### src/rtl/sec_count60.sv
// -----------------------------------------------------------------------------
// sec_count60
//
// Seconds counter feeding the binary-to-BCD / 7-segment display stage.
// A prescaler derives a count tick every DIV cycles of the 50 MHz board clock.
// The count runs 0..59 and wraps. Two push-buttons start/stop the count and
// clear it. Each button is synchronised, debounced and reduced to a
// one-cycle press event.
//
// Parameters:
//   DIV        clock cycles per count tick (>= 10, so x is stable for a full
//              downstream conversion window)
//   DB_CYCLES  consecutive stable cycles before a button level is accepted
//              (>= 1)
//
// Ports:
//   clk_50mHz  in   1  single clock; all state changes on its rising edge
//   rst_n      in   1  asynchronous assert, active-low reset
//   btn_run    in   1  asynchronous push-button; each press toggles run/stop
//   btn_clr    in   1  asynchronous push-button; each press clears the count
//   x          out  8  registered binary count 0..59 (bits [7:6] always 0)
//   carry      out  1  registered one-cycle pulse on the 59 -> 0 wrap
//   running    out  1  high while the FSM is in RUN (this is the FSM state)
//
// Build option:
//   SEC_COUNT60_DEBOUNCE_EN  defined   : debouncer requires DB_CYCLES stable
//                                        cycles before accepting a level
//                            undefined : debouncer removed; db follows the
//                                        synchroniser output through a single
//                                        register and DB_CYCLES is ignored
//
// Handshake: there is no valid/ready traffic in this block. A press event is a
// single-cycle strobe (db & ~db_q) that is consumed unconditionally on the
// next rising edge; there is no back-pressure.
// -----------------------------------------------------------------------------
module sec_count60 #(
   parameter int DIV       = 50_000_000,
   parameter int DB_CYCLES = 1_000_000
) (
   input  logic       clk_50mHz,
   input  logic       rst_n,
   input  logic       btn_run,
   input  logic       btn_clr,
   output logic [7:0] x,
   output logic       carry,
   output logic       running
);

   // Elaboration-time guards on the legal parameter range.
   if (DIV < 10) begin : g_bad_div
      $error("sec_count60: DIV must be 10 or more");
   end
   if (DB_CYCLES < 1) begin : g_bad_db
      $error("sec_count60: DB_CYCLES must be 1 or more");
   end

   // --------------------------------------------------------------------------
   // Local constants
   // --------------------------------------------------------------------------
   localparam int             PW       = (DIV > 1) ? $clog2(DIV) : 1;
   localparam logic [PW-1:0]  PRE_LAST = PW'(DIV - 1);
   localparam logic [7:0]     X_LAST   = 8'd59;

   // Button channel index inside the packed button vectors.
   localparam int B_RUN = 0;
   localparam int B_CLR = 1;

   // --------------------------------------------------------------------------
   // FSM state
   // --------------------------------------------------------------------------
   typedef enum logic {
      ST_STOP = 1'b0,
      ST_RUN  = 1'b1
   } state_t;

   state_t state;
   state_t state_nxt;

   // --------------------------------------------------------------------------
   // Button path: 2-flop synchroniser -> debouncer (db) -> edge register
   // --------------------------------------------------------------------------
   logic [1:0] btn_raw;
   logic [1:0] sync1;
   logic [1:0] sync2;
   logic [1:0] db;
   logic [1:0] db_q;
   logic [1:0] press;
   logic       run_ev;
   logic       clr_ev;

   assign btn_raw = {btn_clr, btn_run};

   always_ff @(posedge clk_50mHz or negedge rst_n) begin
      if (!rst_n) begin
         sync1 <= '0;
         sync2 <= '0;
      end else begin
         sync1 <= btn_raw;
         sync2 <= sync1;
      end
   end

`ifdef SEC_COUNT60_DEBOUNCE_EN
   localparam int            CW       = (DB_CYCLES > 1) ? $clog2(DB_CYCLES) : 1;
   localparam logic [CW-1:0] CNT_LAST = CW'(DB_CYCLES - 1);

   // db_cnt counts how many consecutive cycles the synchronised level has
   // disagreed with db. When that run reaches DB_CYCLES the new level is
   // taken; any cycle of agreement (a bounce back) restarts the run.
   logic [CW-1:0] db_cnt [2];

   always_ff @(posedge clk_50mHz or negedge rst_n) begin
      if (!rst_n) begin
         db <= '0;
         for (int i = 0; i < 2; i++) begin
            db_cnt[i] <= '0;
         end
      end else begin
         for (int i = 0; i < 2; i++) begin
            if (sync2[i] != db[i]) begin
               if (db_cnt[i] == CNT_LAST) begin
                  db[i]     <= sync2[i];
                  db_cnt[i] <= '0;
               end else begin
                  db_cnt[i] <= db_cnt[i] + 1'b1;
               end
            end else begin
               db_cnt[i] <= '0;
            end
         end
      end
   end
`else
   // Without debouncing db is simply a registered copy of the synchroniser,
   // which behaves exactly like a one-cycle acceptance window: every
   // synchronised rising edge, bounce included, becomes a press event.
   always_ff @(posedge clk_50mHz or negedge rst_n) begin
      if (!rst_n) begin
         db <= '0;
      end else begin
         db <= sync2;
      end
   end
`endif

   always_ff @(posedge clk_50mHz or negedge rst_n) begin
      if (!rst_n) begin
         db_q <= '0;
      end else begin
         db_q <= db;
      end
   end

   // Rising edge of the accepted level only; releases produce no event.
   assign press  = db & ~db_q;
   assign run_ev = press[B_RUN];
   assign clr_ev = press[B_CLR];

   // --------------------------------------------------------------------------
   // Run/stop FSM
   // --------------------------------------------------------------------------
   always_ff @(posedge clk_50mHz or negedge rst_n) begin
      if (!rst_n) begin
         state <= ST_STOP;
      end else begin
         state <= state_nxt;
      end
   end

   always_comb begin
      state_nxt = state;
      case (state)
         ST_STOP: if (run_ev) state_nxt = ST_RUN;
         ST_RUN:  if (run_ev) state_nxt = ST_STOP;
         default: state_nxt = ST_STOP;
      endcase
   end

   assign running = (state == ST_RUN);

   // --------------------------------------------------------------------------
   // Prescaler and 0..59 counter
   // --------------------------------------------------------------------------
   logic [PW-1:0] pre;
   logic [PW-1:0] pre_nxt;
   logic [7:0]    x_nxt;
   logic          carry_nxt;
   logic          tick;

   assign tick = running && (pre == PRE_LAST);

   always_comb begin
      pre_nxt   = '0;
      x_nxt     = x;
      carry_nxt = 1'b0;

      if (clr_ev) begin
         // Clear wins over a coincident tick: no increment, no carry, and the
         // prescaler restarts so the next tick is a full DIV cycles away.
         pre_nxt   = '0;
         x_nxt     = '0;
         carry_nxt = 1'b0;
      end else begin
         if (running) begin
            pre_nxt = (pre == PRE_LAST) ? '0 : pre + 1'b1;
         end
         if (tick) begin
            // ">=" also recovers an out-of-range count to 0; only a true
            // 59 -> 0 step raises carry.
            if (x >= X_LAST) begin
               x_nxt = '0;
            end else begin
               x_nxt = x + 8'd1;
            end
            carry_nxt = (x == X_LAST);
         end
      end
   end

   always_ff @(posedge clk_50mHz or negedge rst_n) begin
      if (!rst_n) begin
         pre   <= '0;
         x     <= '0;
         carry <= 1'b0;
      end else begin
         pre   <= pre_nxt;
         x     <= x_nxt;
         carry <= carry_nxt;
      end
   end

endmodule

### config.mk
export PLATFORM = sky130hd
export DESIGN_NAME = sec_count60
export DESIGN_NICKNAME = d
export VERILOG_FILES = /design/src/rtl/sec_count60.sv
export SDC_FILE = /design/constraint.sdc
export NUM_CORES = 1
export LEC_CHECK = 0
export CAP_MARGIN = 20
export CORE_MARGIN = 2
export CORE_UTILIZATION = 44
export DETAILED_ROUTE_END_ITERATION = 8
export PLACE_DENSITY_LB_ADDON = 0.25
export SLEW_MARGIN = 0
export SYNTH_ARGS = -nofsm -noshare
export SYNTH_HDL_FRONTEND = slang
export SYNTH_SLANG_ARGS = --single-unit
### constraint.sdc
create_clock -name clk_50mHz -period 3 [get_ports clk_50mHz]
set_input_delay 0.6 -clock clk_50mHz [delete_from_list [all_inputs] [get_ports clk_50mHz]]
set_output_delay 0.6 -clock clk_50mHz [all_outputs]
set_load 0.1 [all_outputs]
# After elaboration in Yosys (flattened, before gate mapping)
# Index checks and enable logic that the tools add are counted.
[classes]
addsub = 2
order_cmp = 1
n_eq_ne = 2
mux = 11
bitwise = 3
reduce_logical = 2
[ops]
columns = ["operator", "n"]
rows = [
  ["2-to-1 mux 26 bit", 3],
  ["adder 26 x 1 -> 26 bit, second input constant", 1],
  ["equality test 26 bit, second input constant", 1],
  ["2-to-1 mux 8 bit", 3],
  ["adder 8 x 1 -> 8 bit, second input constant", 1],
  ["equality test 8 x 6 -> 1 bit, second input constant", 1],
  [">= comparator 8 x 6 -> 1 bit, second input constant", 1],
  ["2-to-1 mux 1 bit", 4],
  ["bitwise AND 2 bit", 1],
  ["NOT 2 bit", 1],
  ["case mux 1 bit (2 select lines)", 1],
  ["nonzero test 2 bit", 1],
  ["logical AND 1 bit", 1],
  ["NOT 1 bit", 1],
]
[word_totals]
regBits = 44
input_bits = 4
out_inout_bits = 10
wordCells = 29

# Longest topological paths before layout
# Gate-level depths: netlist of run 1.
[depth]
word_depth = 4
depth_mapped = 6
depth_no_buf = 5

# Worst setup path before layout of run 1
# OpenSTA, ideal clock, no wires.
[synth_path]
path_kind = "register -> register"
startpoint = "reg x[0]"
endpoint = "reg x[4]"
setup_ps = 67
arrival_time_ps = 2191
setup_slack_ps = 743
path_stages_with_launch = 6
path_buffers = 0
path_cell_list = "dfrtp_1 -> ha_1 -> nand3_1 -> or2_2 -> a2111oi_0 -> a21o_1"
[synth_via]
elab_chain_len = 4
word_cells_on_any_way = 5
classes_between = "1 x add/sub; 1 x order compare; 3 x mux"
[synth_lines]
columns = ["element", "line", "rtl"]
rows = [
  ["start: declaration", "44", "output logic [7:0] x,"],
  ["start signal: assignment", "227", "x <= x_nxt;"],
  ["adder 8 x 1 -> 8 bit or >= comparator 8 x 6 -> 1 bit (tied branches)", "213, 210", ""],
  ["2-to-1 mux 8 bit (*)", "210", "if (x >= X_LAST) begin"],
  ["2-to-1 mux 8 bit (*)", "207", "if (tick) begin"],
  ["2-to-1 mux 8 bit (*)", "197", "if (clr_ev) begin"],
]
# Mark *: on every way between the ends. The rest lies on a longest branch, timed or not. The select of a mux whose other input is x is not followed.
# A chain may end at the register's enable or synchronous reset.

# Worst setup path in the final report of run 1
[layout_path]
startpoint = "reg pre[11]"
endpoint = "reg x[4]"
[layout_via]
elab_chain_len = 3
[layout_lines]
columns = ["element", "line", "rtl"]
rows = [
  ["start: declaration", "184", "logic [PW-1:0] pre;"],
  ["start signal: assignment", "226", "pre <= pre_nxt;"],
  ["equality test 26 bit", "190", "assign tick = running && (pre == PRE_LAST);"],
  ["logical AND 1 bit", "190", ""],
  ["nonzero test 2 bit (no line)", "-", ""],
]
# Every way passes these cells.

==> impl_results.md, run 1 <==
- Slowest stage cell, crit path: or4_1
- Commonest non-fill, non-tap cell in the layout: dfrtp_1
- Die X: 73.80 um
- Grt ovf: 0
- Worst Setup Start Kind: register
- Top cell by count, worst path: or4_1
- Gr usage total: 0.1847
- PwrDens: 536.1 mW/mm^2
- Peak Freq: 429.6 MHz
- Required @ worst endpoint: 3240 ps
- Share of cells above drive strength 1: 0.1228
- Setup crit end kind: register
- Post_cts resized: 0
- Post-CTS setup buffer count: 0
- Status: completed
- Cell family with most CP delay: simple AND/OR/NAND/NOR gates
- Hold WC Path Type: in -> async
- Syn. warnings: 0
- Clock latency at the later pin of the worst-skew pair: 300 ps
- Max IR drop VDD: about 0.36 mV
- Skew final: ~9.3 ps
- Setup ws final: 672.3 ps
- Longest Clk Path Bufs: 2
- # setup viols final: 0
- CTS Sinks: 44
- Yosys reg bits: between 40 and 50
- Post-Syn Area: 0.002143 mm^2
- Initial antenna violation count: 0
- RSZ-0062 raised after global routing: no
- Root buf cell: clkbuf_8
- Share of the synthesized area in the top cell type: 0.5137
- Setup TNS: 0 ps
- Min Tclk post-route: 2328 ps
- Cells after Synth: roughly 210
- Final hold viol count: 0
- Placed cell count: about 290
- ANT nets after route: 0
- Htree depth: 2
- Register area share after synthesis: 0.5137
- Die height: 73.80 um
- Max FO, Critical Path: 7
- Area of the die: 0.005446 mm^2
- Critical path buffers and inverters: 0
- Ports: 14
- CP Class: reg -> reg
- CTS Buf Count: 5
- Place WS: 694.4 ps
- Area leader, netlist: dfrtp_1
- Slew Viols, Final: 0
- Wire length of the first global-routing pass: 7.548 mm
- Routed wire length: 4.347 mm
- Syn_nets: 218
- Syn_area_per_cell: just over 10 um^2
- Dominant cells by area after synthesis: dfrtp_1 (51%), nand3_1 (3.5%), nor2_1 (3.3%)
- Vias in the first global route: 1536
- Fin cells: ~300
- Residual DRC: 0
- CP cell instances: or4_1 -> or4_1 -> a2111oi_0 -> a21o_1
- Pin count of the biggest net entering global routing: 45
- Routed vias/inst: 5.546
- Worst Tran Pin Value: around 560 ps
- Drt wl/cell: roughly 15 um
- Post-synth cell types: 41
- Gpl congestion: 0.8231
- Register clock-pin slew on the reported worst setup and hold paths: 90 ps
- Dpl hpwl: 2.921 mm
- CTS tree: done
- Final period util: 0.7759
- First-pass DRT Iterations: 4
- Max stage delay on crit path: 630 ps
- Most frequent cells in the layout: dfrtp_1 (44), nor2_1 (19), nand2_1 (17)
- Row cnt: 25
- Via Count: roughly 1600
- Initial Util: 0.4538
- Core Box Area: roughly 0.0047 mm^2
- Hold_buf cts: 0
- Critical path arrival: 2570 ps
- Initial DRC count: 79
- Diodes inserted: 0
- Area grow syn2layout: 13.72%
- Max Cap Viol: 0
- IO buf count: 13
- Nets: 233
- Max-Slew Margin vs Limit: 0.6243
- Leak: 0.0009882 uW
==> report_power, final <==
part | total [uW] | leakage, uW | switching (uW) | internal (uW)
clock network | 480 | 0.0000614 | 208 | 272
registers | 645 | 0.000592 | 25.5 | 620
logic | 181 | 0.000334 | 138 | 43.2
==> flip-flops by register name (all words and copies together) (netlist names) <==
signal and count:
x 8, sync1 2, pre 26, running 1
sync2 2, db 2, db_q 2, carry 1
==> stage by stage <==
stage          instance area, um^2  hold slack (ps)    util  total power (uW)
3_3_place_gp                  2288            332.9  0.4845             835.3
4_1_cts                       2410            360.1  0.5102              1322
3_5_place_dp                  2288            340.3  0.4845             837.6
2_1_floorplan                 2143            304.4       -             783.7
6_report                      2437            278.4  0.5160              1307
5_1_grt                       2437            313.1  0.5160              1363
==> path summary, 6_finish.rpt <==
path,from,endpoint,slack [ps],depth (start not counted)
max,pre[11]$_DFF_PN0_,x[4]$_DFFE_PN0P_,670,4
min,rst_n,x[1]$_DFFE_PN0P_,280,1
max reg2reg,pre[11]$_DFF_PN0_,x[4]$_DFFE_PN0P_,670,4
min reg2reg,sync1[1]$_DFF_PN0_,sync2[1]$_DFF_PN0_,350,0
max in group asynchronous,rst_n,db_q[1]$_DFF_PN0_,2220,2
min in group clk_50mHz,sync1[1]$_DFF_PN0_,sync2[1]$_DFF_PN0_,350,0
==> final cells by class <==
class,instances,area (um^2)
tap,67,83.83
multi-input combinational,157,984.7
clock buffer,6,82.58
clock inverter,2,38.79
inverter,5,18.77
timing repair buffer,14,127.6
fill,423,2286
sequential,44,1101
==> routing by layer <==
metal  wire (um)  share of wire  vias to the layer above  GRT usage
met5           0              0                        -          0
li1            -              -                      817          -
met2        2019           0.46                       19     0.2788
met1        2165           0.50                      796     0.2584
met4          40         0.0092                        0    0.05455
met3         122          0.028                        4    0.05350
==> cell usage after synthesis <==
| library cell | count |
|---|---|
| a2111oi_0 | 2 |
| or3_1 | 9 |
| a22o_1 | 1 |
| buf_2 | 1 |
| or3b_2 | 1 |
| nor2_1 | 19 |
| and2_1 | 2 |
| o41ai_1 | 1 |
| xnor2_1 | 5 |
| o2111ai_1 | 1 |
| inv_1 | 5 |
| xor2_1 | 8 |
| o31ai_1 | 6 |
| buf_6 | 2 |
| dfrtp_1 | 44 |
| and3_2 | 1 |
| nor4bb_1 | 1 |
| a31o_2 | 1 |
| and4_1 | 3 |
| o21a_4 | 1 |
| or2_2 | 1 |
| or4b_2 | 1 |
| nand3_1 | 15 |
| a21o_1 | 2 |
| nor4_1 | 2 |
| nor3_1 | 1 |
| o221a_1 | 1 |
| a21oi_1 | 12 |
| nand2b_1 | 3 |
| mux2i_1 | 1 |
| and3_1 | 5 |
| ha_1 | 2 |
| and2_2 | 1 |
| o311ai_2 | 1 |
| nand4_1 | 11 |
| clkbuf_1 | 3 |
| or4_1 | 8 |
| or4bb_1 | 1 |
| o21ai_0 | 7 |
| nand2_1 | 17 |
| o211ai_1 | 3 |
==> worst reg2reg max path: stages (launching register included) <==
cell       delay (ps)
dfrtp_1           460
or4_1             560
or4_1             630
a2111oi_0         480
a21o_1            140
==> cell families after synthesis <==
family	count (synthesis)	synth area share
and+or+nand+nor	102	0.2627
AOI/OAI and AO/OA	39	0.1273
muxes	1	0.004670
DFF	44	0.5137
adders and majority gates	2	0.01167
buffers and inverters	11	0.02685
xor gates and xnor gates	13	0.05312
No activity file was read; power rests on OpenSTA's default activity.
==> run 2: changes to the inputs <==
- clock period: 3 -> 2.4 ns (I/O delays scaled with it)
==> run 2 against run 1 <==
  * Cell area is 0.41% higher
  * Register-to-register slack got worse by 510 ps
  * Power is 26% higher
  * Wire length grew 0.48%
  * Flip-flop and latch count stayed put
  * Die area unchanged
  * Worst hold slack lost 26 ps
  * First-iteration DRC count rose by 70%
  * Global-route usage about the same
  * Critical path type unchanged
  * Largest power group unchanged
==> impl_results.md, run 2 (synthesis gave the netlist of run 1 again) <==
- Ports: 14 (unchanged)
- Max stage delay on crit path: 630 ps (about the same)
- Area grow syn2layout: 14.19% (was 13.72%)
- Final period util: 0.9328 (was 0.7759)
- Htree depth: 2 (unchanged)
- Peak Freq: 446.7 MHz (was 429.6 MHz)
- Gr usage total: 0.1848 (was 0.1847)
- Final core area utilization: 0.5181 (was 0.5160)
- Dpl hpwl: 3.026 mm (was 2.921 mm)
- Setup crit end kind: register (unchanged)
- Slowest stage cell, crit path: or4_1 (unchanged)
- Longest Clk Path Bufs: 2 (unchanged)
- Diodes inserted: 0 (unchanged)
- Clock latency at the later pin of the worst-skew pair: 300 ps (about the same)
- Nets: 236 (was 233)
- Die X: 73.80 um (unchanged)
- Worst Tran Pin Value: 553.8 ps (was 563.6 ps)
- CTS Sinks: 44 (unchanged)
- ANT nets after route: 0 (unchanged)
- Hold_buf cts: 0 (unchanged)
- CTS tree: done (unchanged)
- Max FO, Critical Path: 7 (unchanged)
- Residual DRC: 0 (unchanged)
- Post_cts resized: 0 (unchanged)
- CP Class: reg -> reg (unchanged)
- Grt ovf: 0 (unchanged)
- Required @ worst endpoint: 2590 ps (was 3240 ps)
- Min Tclk post-route: 2239 ps (was 2328 ps)
- Initial antenna violation count: 0 (unchanged)
- CTS Buf Count: 5 (unchanged)
- RSZ-0062 raised after global routing: no (unchanged)
- Root buf cell: clkbuf_8 (unchanged)
- Row cnt: 25 (unchanged)
- Largest regs: pre: 26 flops, x: 8 flops (unchanged)
- Area of the die: 0.005446 mm^2 (unchanged)
- Core Box Area: 0.004723 mm^2 (unchanged)
- Hold WC Path Type: in -> async (unchanged)
- Leak: 0.0009978 uW (was 0.0009882 uW)
- IO buf count: 13 (unchanged)
- Wire length of the first global-routing pass: 7.665 mm (was 7.548 mm)
- Post-CTS setup buffer count: 0 (unchanged)
- Routed wire length: 4.368 mm (was 4.347 mm)
- Die height: 73.80 um (unchanged)
- Max-Slew Margin vs Limit: 0.6308 (was 0.6243)
- Share of cells above drive strength 1: 0.1342 (was 0.1228)
- Max reg flops: 26 (unchanged)
- Max Cap Viol: 0 (unchanged)
- Max IR drop VDD: 0.4220 mV (was 0.3576 mV)
- Commonest non-fill, non-tap cell in the layout: dfrtp_1 (unchanged)
- Top cell by count, worst path: or4_1 (unchanged)
- Register clock-pin slew on the reported worst setup and hold paths: 90 ps (about the same)
- Routed vias/inst: 5.641 (was 5.546)
- Initial Util: 0.4538 (unchanged)
- Via Count: 1681 (was 1636)
- Reg2reg setup slack: 160 ps (was 670 ps)
- # setup viols final: 0 (unchanged)
- Setup TNS: 0 ps (unchanged)
- Pin count of the biggest net entering global routing: 45 (unchanged)
- PwrDens: 670.4 mW/mm^2 (was 536.1 mW/mm^2)
- First-pass DRT Iterations: 4 (unchanged)
- Layout fillers: 435 (was 423)
- Final hold viol count: 0 (unchanged)
- Drt wl/cell: 14.66 um (was 14.74 um)
- Gpl congestion: 0.8820 (was 0.8231)
- Initial DRC count: 134 (was 79)
- CP cell instances: or4_1 -> or4_1 -> o21a_4 -> o221a_1 (was or4_1 -> or4_1 -> a2111oi_0 -> a21o_1)
- Slew Viols, Final: 0 (unchanged)
- Largest Register: pre (unchanged)
- Critical path arrival: 2430 ps (was 2570 ps)
- Vias in the first global route: 1667 (was 1536)
- Worst Setup Start Kind: register (unchanged)
- Skew final: 6.359 ps (was 9.265 ps)
- Most frequent cells in the layout: dfrtp_1 (44), nor2_1 (19), nand2_1 (17) (unchanged)
- Status: completed (unchanged)
[run 2: cell count changes in the layout (fill, tap and decap cells not counted)]
cell      before  now
buf_12         0    1
clkbuf_8       6    5
buf_16         1    0
clkinv_4       1    2
buf_4         10   13
[run 2: metrics by stage]
| step | power [uW] | instances | hold slack [ps] | instance area (um^2) | setup WS, ps |
|---|---|---|---|---|---|
| finish | 1641 | 298 | 252.1 | 2447 | 161.2 |
| global placement | 1075 | 290 | 332.4 | 2331 | 188.1 |
| global route | 1727 | 298 | 324.8 | 2447 | 75.15 |
| floorplan | 979.6 | 212 | 184.4 | 2143 | 142.7 |
| CTS | 1663 | 298 | 281.7 | 2447 | 167.1 |
| detailed placement | 1078 | 290 | 335.5 | 2331 | 177.6 |
[run 2: report_power, final]
group	total, uW	internal (uW)	switching [uW]
combinational	254	76.5	177
clock	582	314	268
sequential	805	775	30.1
[run 2: per-layer routing]
layer	wire, um	up-vias	global-route usage
li1	-	819	-
met1	2242	832	0.2619
met2	1956	23	0.2798
met3	104	7	0.03704
met4	65	0	0.06869
met5	0	-	0
[run 2: cell type report]
type                       instances  area, um^2  area share
inverter                           5       18.77    0.007669
sequential                        44        1101      0.4499
tap                               67       83.83     0.03425
clock inverter                     3       47.55     0.01943
timing repair buffer              17       142.6     0.05828
clock buffer                       5       68.82     0.02812
multi-input combinational        157       984.7      0.4024
[run 2: worst max-delay path, delay by kind of cell, from the launching register on]
family	cells	cell delay [ps]
simple gates	2	1160
compound gates	2	540
flops	1	420
[run 2: worst paths after layout]
path / startpoint / to / cells after the start
setup / recovery: pre[9]$_DFF_PN0_ / x[7]$_DFFE_PN0P_ / 4
hold / removal: rst_n / pre[24]$_DFF_PN0_ / 2
setup reg to reg: pre[9]$_DFF_PN0_ / x[7]$_DFFE_PN0P_ / 4
hold reg to reg: sync2[1]$_DFF_PN0_ / db[1]$_DFF_PN0_ / 0
max in group asynchronous: rst_n / pre[19]$_DFF_PN0_ / 2
min in group clk_50mHz: sync2[1]$_DFF_PN0_ / db[1]$_DFF_PN0_ / 0
